<file path="src/rtl/enc16to4_seq_if.sv">
// Handshake/bus bundle for the sequential 16-to-4 priority encoder.
// Producer side: req_in/req_valid fill the pending set. Consumer side: out_valid/out_ready transfer out_code.
interface enc16to4_seq_if;
  logic [15:0] req_in;
  logic        req_valid;
  logic        out_ready;
  logic        out_valid;
  logic [3:0]  out_code;
  logic [15:0] pend;
  logic [4:0]  pend_cnt;
  logic        ovf;
  logic        state;     // debug view: 0 = IDLE (nothing pending), 1 = ACTIVE

  modport master (
    output req_in, req_valid, out_ready,
    input  out_valid, out_code, pend, pend_cnt, ovf, state
  );

  modport slave (
    input  req_in, req_valid, out_ready,
    output out_valid, out_code, pend, pend_cnt, ovf, state
  );
endinterface

</file>
<file path="src/rtl/enc16to4_seq.sv">
// Sequential 16-to-4 priority encoder: accumulates requests and serves one code per handshake.
// Optional sticky lost-event flag enabled by defining ENC_OVERFLOW_EN.
module enc16to4_seq #(
  parameter int PRIO_HIGH = 1
) (
  input  logic          clk,
  input  logic          rst,
  enc16to4_seq_if.slave bus
);

  // Valid/ready: a code transfers in any cycle where out_valid & out_ready are both 1;
  // out_ready is ignored while out_valid=0, and a pending bit is only cleared by a transfer.

  typedef enum logic {IDLE = 1'b0, ACTIVE = 1'b1} state_t;

  logic [15:0] pend_q;
  logic        valid_q;
  logic [3:0]  code_q;
  logic [4:0]  cnt_q;
  state_t      state_q;

  logic [15:0] clr;
  logic [15:0] pend_nxt;
  logic [3:0]  code_nxt;
  logic [4:0]  cnt_nxt;

  function automatic logic [3:0] prio_encode(input logic [15:0] v);
    logic [3:0] c;
    c = 4'd0;
    // Scan toward the winning end so the last hit is the highest-priority bit.
    if (PRIO_HIGH != 0) begin
      for (int i = 0; i < 16; i++)
        if (v[i]) c = i[3:0];
    end else begin
      for (int i = 15; i >= 0; i--)
        if (v[i]) c = i[3:0];
    end
    return c;
  endfunction

  function automatic logic [4:0] popcount(input logic [15:0] v);
    logic [4:0] n;
    n = 5'd0;
    for (int i = 0; i < 16; i++)
      n = n + {4'd0, v[i]};
    return n;
  endfunction

  always_comb begin
    clr      = 16'h0;
    if (valid_q && bus.out_ready)
      clr = 16'h1 << code_q;
    // A new request is ORed in after the clear, so re-requesting a served bit keeps it pending.
    pend_nxt = (pend_q & ~clr) | (bus.req_valid ? bus.req_in : 16'h0);
    code_nxt = prio_encode(pend_nxt);
    cnt_nxt  = popcount(pend_nxt);
  end

  always_ff @(posedge clk or posedge rst) begin
    if (rst) begin
      pend_q  <= 16'h0;
      valid_q <= 1'b0;
      code_q  <= 4'd0;
      cnt_q   <= 5'd0;
      state_q <= IDLE;
    end else begin
      pend_q  <= pend_nxt;
      valid_q <= |pend_nxt;
      code_q  <= code_nxt;
      cnt_q   <= cnt_nxt;
      state_q <= (|pend_nxt) ? ACTIVE : IDLE;
    end
  end

`ifdef ENC_OVERFLOW_EN
  logic ovf_q;
  logic lost;

  // A request for a bit that is pending and not served this cycle is a dropped event.
  assign lost = bus.req_valid && (|(bus.req_in & pend_q & ~clr));

  always_ff @(posedge clk or posedge rst) begin
    if (rst)
      ovf_q <= 1'b0;
    else if (lost)
      ovf_q <= 1'b1;
  end

  assign bus.ovf = ovf_q;
`else
  assign bus.ovf = 1'b0;
`endif

  assign bus.pend      = pend_q;
  assign bus.out_valid = valid_q;
  assign bus.out_code  = code_q;
  assign bus.pend_cnt  = cnt_q;
  assign bus.state     = state_q;

endmodule

</file>
<file path="src/flat_wrapper.sv">
// flat-port wrapper written by rule: the top's interface ports become plain ports
module enc16to4_seq_flat 
#(
  parameter int PRIO_HIGH = 1
)
  (clk, rst, bus_req_in, bus_req_valid, bus_out_ready, bus_out_valid, bus_out_code, bus_pend, bus_pend_cnt, bus_ovf, bus_state);
  enc16to4_seq_if bus_i ();
  input  logic clk;
  input  logic rst;
  input wire logic [$bits(bus_i.req_in)-1:0] bus_req_in;
  input wire logic [$bits(bus_i.req_valid)-1:0] bus_req_valid;
  input wire logic [$bits(bus_i.out_ready)-1:0] bus_out_ready;
  output wire logic [$bits(bus_i.out_valid)-1:0] bus_out_valid;
  output wire logic [$bits(bus_i.out_code)-1:0] bus_out_code;
  output wire logic [$bits(bus_i.pend)-1:0] bus_pend;
  output wire logic [$bits(bus_i.pend_cnt)-1:0] bus_pend_cnt;
  output wire logic [$bits(bus_i.ovf)-1:0] bus_ovf;
  output wire logic [$bits(bus_i.state)-1:0] bus_state;
  assign bus_i.req_in = bus_req_in;
  assign bus_i.req_valid = bus_req_valid;
  assign bus_i.out_ready = bus_out_ready;
  assign bus_out_valid = bus_i.out_valid;
  assign bus_out_code = bus_i.out_code;
  assign bus_pend = bus_i.pend;
  assign bus_pend_cnt = bus_i.pend_cnt;
  assign bus_ovf = bus_i.ovf;
  assign bus_state = bus_i.state;
  enc16to4_seq #(.PRIO_HIGH(PRIO_HIGH)) u_core (.clk(clk), .rst(rst), .bus(bus_i));
endmodule
</file>
<file path="config.mk">
export PLATFORM = sky130hd
export DESIGN_NAME = enc16to4_seq_flat
export DESIGN_NICKNAME = d
export VERILOG_FILES = /design/src/rtl/enc16to4_seq_if.sv /design/src/rtl/enc16to4_seq.sv /design/src/flat_wrapper.sv
export SDC_FILE = /design/constraint.sdc
export NUM_CORES = 1
export LEC_CHECK = 0
export ABC_AREA = 0
export BUFFER_PORTS_ARGS = -buffer_cell sky130_fd_sc_hd__buf_2
export CORE_MARGIN = 3
export CORE_UTILIZATION = 45
export CTS_BUF_LIST = sky130_fd_sc_hd__clkbuf_4 sky130_fd_sc_hd__clkbuf_8
export CTS_CLUSTER_SIZE = 25
export DETAILED_ROUTE_END_ITERATION = 8
export HOLD_SLACK_MARGIN = 0.12
export PLACE_DENSITY = 0.79
export SYNTH_ARGS = -nofsm -noshare
export SYNTH_HDL_FRONTEND = slang
export SYNTH_SLANG_ARGS = --single-unit
</file>
<file path="constraint.sdc">
create_clock -name clk -period 5.41 [get_ports clk]
set_clock_uncertainty 0.1 [all_clocks]
set_input_delay 0.2705 -clock clk [delete_from_list [all_inputs] [get_ports clk]]
set_output_delay 0.2705 -clock clk [all_outputs]
set_load 0.01 [all_outputs]
</file>
==> results of run 1 <==
repair_timing:
item / in CTS / in global routing
hold buffers: 2 / 0
endpoints found under the hold margin: 27 / 0
buffers inserted: 0 / 0
synthesized netlist by cell type (2+ instances only):
cell,instances
a21boi_0,2
a21oi_1,2
a221o_1,2
a221oi_2,2
a22oi_1,2
buf_2,3
buf_4,2
dfrtp_1,26
fa_1,10
ha_1,7
inv_1,23
nand2_1,20
nand2b_1,3
nand3_1,4
nand4_1,2
nor2_1,3
o21a_1,6
o21ai_0,6
o21ai_1,3
xnor2_1,2
worst paths after layout:
| check | start | to | slack, ns | depth (start not counted) |
|---|---|---|---|---|
| worst max register to register | u_core.bus.out_code[3]$_DFF_PP0_ | u_core.bus.pend_cnt[4]$_DFF_PP0_ | 0.35 | 13 |
| worst min register to register | u_core.bus.pend[3]$_DFF_PP0_ | u_core.bus.pend[3]$_DFF_PP0_ | 0.48 | 2 |
| worst min-delay path | bus_req_in[5] | u_core.bus.pend[5]$_DFF_PP0_ | 0.13 | 3 |
| min in group asynchronous | rst | u_core.bus.pend_cnt[2]$_DFF_PP0_ | 0.61 | 3 |
| worst max-delay path | u_core.bus.out_code[3]$_DFF_PP0_ | u_core.bus.pend_cnt[4]$_DFF_PP0_ | 0.35 | 13 |
| max in group asynchronous | rst | u_core.bus.state$_DFF_PP0_ | 4.02 | 3 |
logic make-up (layout without fill, tap and decap cells):
kind of cell	count (synthesis)	in the layout	share of synthesized area [%]
adders and majority gates	17	17	18.3
and+or+nand+nor	43	43	14.3
AOI/OAI and AO/OA	35	35	17.1
other	1	1	0.239
xor gates and xnor gates	2	2	1.12
DFF	26	26	41.4
buffers and inverters	28	75	7.41
through the flow:
step	hold slack, ns	power [uW]	area, um^2	worst slack, ns	std cells
2_1_floorplan	0.211	470	1570	0.657	152
3_3_place_gp	0.432	559	1830	0.534	238
3_5_place_dp	0.435	567	1830	0.388	238
4_1_cts	0.121	646	1880	0.370	243
5_1_grt	0.153	698	1880	0.0382	243
6_report	0.133	637	1880	0.353	243
worst reg2reg max path, stage by stage (launching register included):
cell       delay (ns)
dfrtp_1          0.45
nand4bb_1        0.34
or3_1            0.39
a22oi_1          0.22
ha_1             0.28
fa_1             0.49
fa_1             0.53
fa_1             0.54
inv_1            0.05
fa_1             0.48
fa_1             0.48
fa_1             0.41
nor2b_1          0.13
o21a_1           0.12
state kept, by name, summed over array words and instances (netlist names):
register and cells:
u_core.bus.state 1, u_core.bus.out_code 4, u_core.bus.pend 16, u_core.bus.pend_cnt 5
per-layer routing:
layer | GRT usage (%) | wire length (um) | vias to the layer above
li1 | - | - | 617
met1 | 24.3 | 1490 | 644
met2 | 32.8 | 1870 | 59
met3 | 2.25 | 268 | 4
met4 | 4.92 | 41 | 0
met5 | 0 | 0 | -
power groups by stage:
| stage | registers, uW | logic (uW) | clock network, uW |
|---|---|---|---|
| 6_report | 253 | 307 | 77.8 |
| 2_1_floorplan | 270 | 200 | 0 |
| 3_3_place_gp | 257 | 302 | 0 |
| 4_1_cts | 252 | 313 | 81.0 |
| 5_1_grt | 258 | 352 | 87.8 |
| 3_5_place_dp | 256 | 311 | 0 |
final cells by class:
class	instances	area share [%]
inverter	23	4.60
sequential	26	34.7
multi-input combinational	98	42.8
timing repair buffer	49	13.7
tap	44	2.94
clock buffer	3	1.20
==> metrics.md, run 1 <==
| Metric | Value |
|---|---|
| Status | finished, final reports clean |
| VDD IR max | 0.212 mV |
| Top-area cell type share of the netlist area | 41.4% |
| Critical path's most frequent cell | fa_1 |
| DRT Wirelength | 3.68 mm |
| Filler cell count | 295 |
| Top FF cell, synth | dfrtp_1 |
| Syn avg cell area | 10.3 um^2 |
| First-pass iteration count of the detailed router | 4 |
| Combinational Power Share | 48.2% |
| Core area | 3180 um^2 |
| Routed len/inst | 15.1 um |
| Most common cell after layout, fill and taps aside | buf_2 |
| Total gr overflow | 0 |
| Crit Path Class | flip-flop to flip-flop |
| Max FO, Critical Path | 5 |
| Unique masters post-synth | 42 |
| CTS tree | yes |
| Pwr/cell area | 340 nW/um^2 |
| Slew Limit Fails | 0 |
| N_diodes | 0 |
| Slew Limit Headroom | 36.4% |
| Die Height | 65.1 um |
| CTS clk-pin slew, worst paths | 0.13 ns |
| Initial core utilization | 49.4% |
| Sw Pwr | 249 uW |
| Max H-tree Level | 1 |
| Number of remaining DRC errors | 0 |
| Core Util, Final | 59.0% |
| Crit path launch type | flip-flop |
| Worst-Margin Slew | 0.952 ns |
| Worst path top cell family by delay | adder cells |
| Multi-input gate area | 803 um^2 |
| Synth area leaders | dfrtp_1 (41%), fa_1 (13%), ha_1 (5.6%) |
| Share of cells above drive strength 1 | 27.1% |
| I/O Buffers | 46 |
| Static Leakage | 0.000806 uW |
| CP peak stage delay | 0.54 ns |
| Cells after synthesis | 152 |
| Storage cell area | 651 um^2 |
| GR Util All Layers | 18.6% |
| Commonest non-fill, non-tap cells in the layout | buf_2 (46), dfrtp_1 (26), inv_1 (23), nand2_1 (20), fa_1 (10) |
| Post-synthesis sequential area ratio | 41.4% |
| Synth area leader | dfrtp_1 |
| Cts repair resizes | 0 |
| Worst path required time | 5.57 ns |
| Setup violators final | 0 |
| Flops & latches, synth | 26 |
| Fmax | 198 MHz |
| CP Capture Type | flip-flop |
| Setup Total Neg Slack | 0 ns |
| P_int | 388 uW |
| DIE AREA | 4230 um^2 |
| Initial antenna violation count | 0 |
| Area delta synth->final | 19.4% |
| Critical path buffers and inverters | 1 |
| ANT nets after route | 0 |
| TritonCTS buffer count | 3 |
| Die width | 65.1 um |
| DR vias | 1324 |
| Fin crit period | 5.06 ns |
| RSZ-0062 raised after global routing | false |
| CP Cell Sequence | nand4bb_1 > or3_1 > a22oi_1 > ha_1 > fa_1 > fa_1 > fa_1 > inv_1 > fa_1 > fa_1 > fa_1 > nor2b_1 > o21a_1 |
| DR iter-0 viols | 87 |
| Num rows | 20 |
| Synth warn | 0 |
| Clk sinks | 26 |
| Syn Std Cell Area | 1570 um^2 |
| Pin count of the biggest net entering global routing | 27 |
| CTS Buffer Depth | 2 |
| First-pass GRT wire length | 6.10 mm |
| Worst min-delay path class | primary input to flip-flop |
| Async S/R FF share, synth | 100% |
| Drt via density | 5.45 |
| Routability cong. | 0.797 |
| Switching portion of total power | 39.1% |
| Highest-delay cell along the critical path | fa_1 |
| Critical Path AT | 5.21 ns |
| Final period utilization | 93.5% |
| Clock Power Share | 12.2% |
| Vias in the first global route | 1309 |
| Synth Net Count | 189 |
| Clk Latency, worst-skew pair | 0.31 ns |
| Seq pwr share | 39.6% |
| Nets@finish | 238 |
| Post-DP HPWL | 2.93 mm |
| Max-cap violations | 0 |
| I/O pin total | 48 |
| Final Hold Viols | 0 |
| Post-synth EDFFs | 0 |
| CTS Root Cell | clkbuf_4 |
Power figures use the tool's default switching activity.
==> run 2: changes to the inputs <==
- clock period: 5.41 -> 5.9 ns (I/O delays scaled with it)
==> run 2 against run 1 <==
  * Utilization rose by 0.71 points
  * Largest power group unchanged
  * Maximum frequency grew 1.2%
  * Sequential share of layout area shrank 0.41 points
  * Final cell count unchanged
  * Critical path depth unchanged
  * Largest cell class unchanged
  * Clock power up 56%
  * Combinational power down 11%
  * Design area grew 1.2%
  * Non-clock buffer count is 1 lower
  * Register-to-register slack better by 0.55 ns
  * Die area stayed put
  * Sequential power shrank 7%
==> metrics.md, run 2 (synthesized netlist as in run 1, its figures left out) <==
| Metric | Value |
|---|---|
| Status | finished, final reports clean (unchanged) |
| Die width | 65.1 um (unchanged) |
| Worst min-delay path class | primary input to flip-flop (unchanged) |
| Final Hold Viols | 0 (unchanged) |
| Setup Total Neg Slack | 0 ns (unchanged) |
| Max reg flops | 16 (unchanged) |
| Max H-tree Level | 1 (unchanged) |
| Clk sinks | 26 (unchanged) |
| Slew Limit Headroom | 35.3% (was 36.4%) |
| Post-CTS setup buffers | 0 (unchanged) |
| Seq pwr share | 37.4% (was 39.6%) |
| DIE AREA | 4230 um^2 (unchanged) |
| I/O Buffers | 46 (unchanged) |
| First-pass iteration count of the detailed router | 4 (unchanged) |
| DR iter-0 viols | 56 (was 87) |
| Number of remaining DRC errors | 0 (unchanged) |
| Routed len/inst | 14.2 um (was 15.1 um) |
| Static Leakage | 0.000816 uW (was 0.000806 uW) |
| Worst-Margin Slew | 0.969 ns (was 0.952 ns) |
| CTS Buffer Depth | 2 (unchanged) |
| Initial antenna violation count | 0 (unchanged) |
| Met3 capacity usage during global routing | 3.29% (was 2.25%) |
| Pwr/cell area | 332 nW/um^2 (was 340 nW/um^2) |
| ANT nets after route | 0 (unchanged) |
| Routability cong. | 0.786 (was 0.797) |
| Die Height | 65.1 um (unchanged) |
| Met2 usage | 29.9% (was 32.8%) |
| Drt via density | 5.37 (was 5.45) |
| Area post-placement | 1830 um^2 (about the same) |
| Initial core utilization | 49.4% (unchanged) |
| Final instance area | 1900 um^2 (was 1880 um^2) |
| Clk Latency, worst-skew pair | 0.33 ns (was 0.31 ns) |
| GR Util All Layers | 17.7% (was 18.6%) |
| CP Capture Type | flip-flop (unchanged) |
| Most Crowded Layer GR | met2 (unchanged) |
| Crit Path Class | flip-flop to flip-flop (unchanged) |
| Max FO, Critical Path | 5 (unchanged) |
| Max-cap violations | 0 (unchanged) |
| First-pass GRT wire length | 5.81 mm (was 6.10 mm) |
| Core Util, Final | 59.7% (was 59.0%) |
| Inst Count DP | 237 (was 238) |
| VDD IR max | 0.267 mV (was 0.212 mV) |
| Fmax | 200 MHz (was 198 MHz) |
| Crit path launch type | flip-flop (unchanged) |
| Pin count of the biggest net entering global routing | 27 (unchanged) |
| Slew Limit Fails | 0 (unchanged) |
| CTS clk-pin slew, worst paths | 0.14 ns (was 0.13 ns) |
| Nets@finish | 237 (was 238) |
| N_diodes | 0 (unchanged) |
| Final period utilization | 84.7% (was 93.5%) |
| Core area | 3180 um^2 (unchanged) |
| Clock Power Share | 19.2% (was 12.2%) |
| Worst path required time | 6.07 ns (was 5.57 ns) |
| Share of cells above drive strength 1 | 27.1% (unchanged) |
| Total gr overflow | 0 (unchanged) |
| RSZ-0062 raised after global routing | false (unchanged) |
| Combinational Power Share | 43.4% (was 48.2%) |
| Sw Pwr | 230 uW (was 249 uW) |
| TritonCTS buffer count | 3 (unchanged) |
| Post-DP HPWL | 2.76 mm (was 2.93 mm) |
| Switching portion of total power | 36.5% (was 39.1%) |
| DRT Wirelength | 3.45 mm (was 3.68 mm) |
| P_int | 399 uW (was 388 uW) |
| Fin crit period | 4.99 ns (was 5.06 ns) |
| Non-filler cells, final | 243 (unchanged) |
| Vias in the first global route | 1253 (was 1309) |
| Filler cell count | 291 (was 295) |
| DR vias | 1304 (was 1324) |
| I/O pin total | 48 (unchanged) |
| Area delta synth->final | 20.9% (was 19.4%) |
| Commonest non-fill, non-tap cells in the layout | buf_2 (46), dfrtp_1 (26), inv_1 (23), nand2_1 (20), fa_1 (10) (unchanged) |
| Setup violators final | 0 (unchanged) |
| CTS Root Cell | clkbuf_4 (unchanged) |
| CTS tree | yes (unchanged) |
| Critical Path AT | 5.16 ns (was 5.21 ns) |
| GR Util met1 | 23.6% (was 24.3%) |
| Min Hold Slack | 0.131 ns (was 0.133 ns) |
| Num rows | 20 (unchanged) |
| Most common cell after layout, fill and taps aside | buf_2 (unchanged) |
run 2: cell types whose count changed in the layout (fill, tap and decap cells not counted):
cell / change
buf_4: -1
bufinv_16: +1
run 2: area by class of cell:
type,instances,area [um^2],share of cell area [%]
clock inverter,1,30.0,1.58
timing repair buffer,48,250,13.2
multi-input combinational,98,803,42.3
clock buffer,3,22.5,1.19
tap,44,55.1,2.90
inverter,23,86.3,4.55
sequential,26,651,34.3
run 2: power groups by stage:
stage / clock (uW) / sequential, uW / combinational, uW
after floorplan: 0 / 248 / 183
after global placement: 0 / 241 / 269
after detailed placement: 0 / 239 / 280
after CTS: 125 / 235 / 281
after global routing: 131 / 240 / 317
final: 121 / 235 / 273
run 2: final timing paths:
| check | end | slack (ns) | from | cells past startpoint |
|---|---|---|---|---|
| worst max-delay path | u_core.bus.pend_cnt[4]$_DFF_PP0_ | 0.91 | u_core.bus.out_code[3]$_DFF_PP0_ | 13 |
| worst min-delay path | u_core.bus.pend[5]$_DFF_PP0_ | 0.13 | bus_req_in[5] | 3 |
| worst max register to register | u_core.bus.pend_cnt[4]$_DFF_PP0_ | 0.91 | u_core.bus.out_code[3]$_DFF_PP0_ | 13 |
| worst min register to register | u_core.bus.pend[0]$_DFF_PP0_ | 0.48 | u_core.bus.pend[0]$_DFF_PP0_ | 2 |
| max in group asynchronous | u_core.bus.pend[10]$_DFF_PP0_ | 4.48 | rst | 3 |
| min in group asynchronous | u_core.bus.pend_cnt[0]$_DFF_PP0_ | 0.62 | rst | 3 |
run 2: layer usage:
metal  share of wire (%)  up-vias
li1                    -      612
met3                 5.9        5
met5                   0        -
met1                  43      650
met4                0.73        0
met2                  50       37
run 2: per-stage QoR:
step | worst slack, ns | power, uW
after detailed placement | 0.945 | 519
after CTS | 0.894 | 641
final | 0.906 | 629
after global routing | 0.593 | 688
after floorplan | 1.15 | 431
after global placement | 1.02 | 509
run 2: worst max-delay path, stage by stage, from the launching register on:
cell and delay, ns:
dfrtp_1 0.44, nand4bb_1 0.33, or3_1 0.37, a22oi_1 0.21, ha_1 0.28, fa_1 0.46, fa_1 0.52, fa_1 0.55
inv_1 0.05, fa_1 0.47, fa_1 0.47, fa_1 0.42, nor2b_1 0.14, o21a_1 0.12
run 2: what timing repair did:
| item | in CTS | in global routing |
|---|---|---|
| resized for setup | 0 | 0 |
| endpoints found under the hold margin | 26 | 1 |
| hold buffers | 1 | 1 |
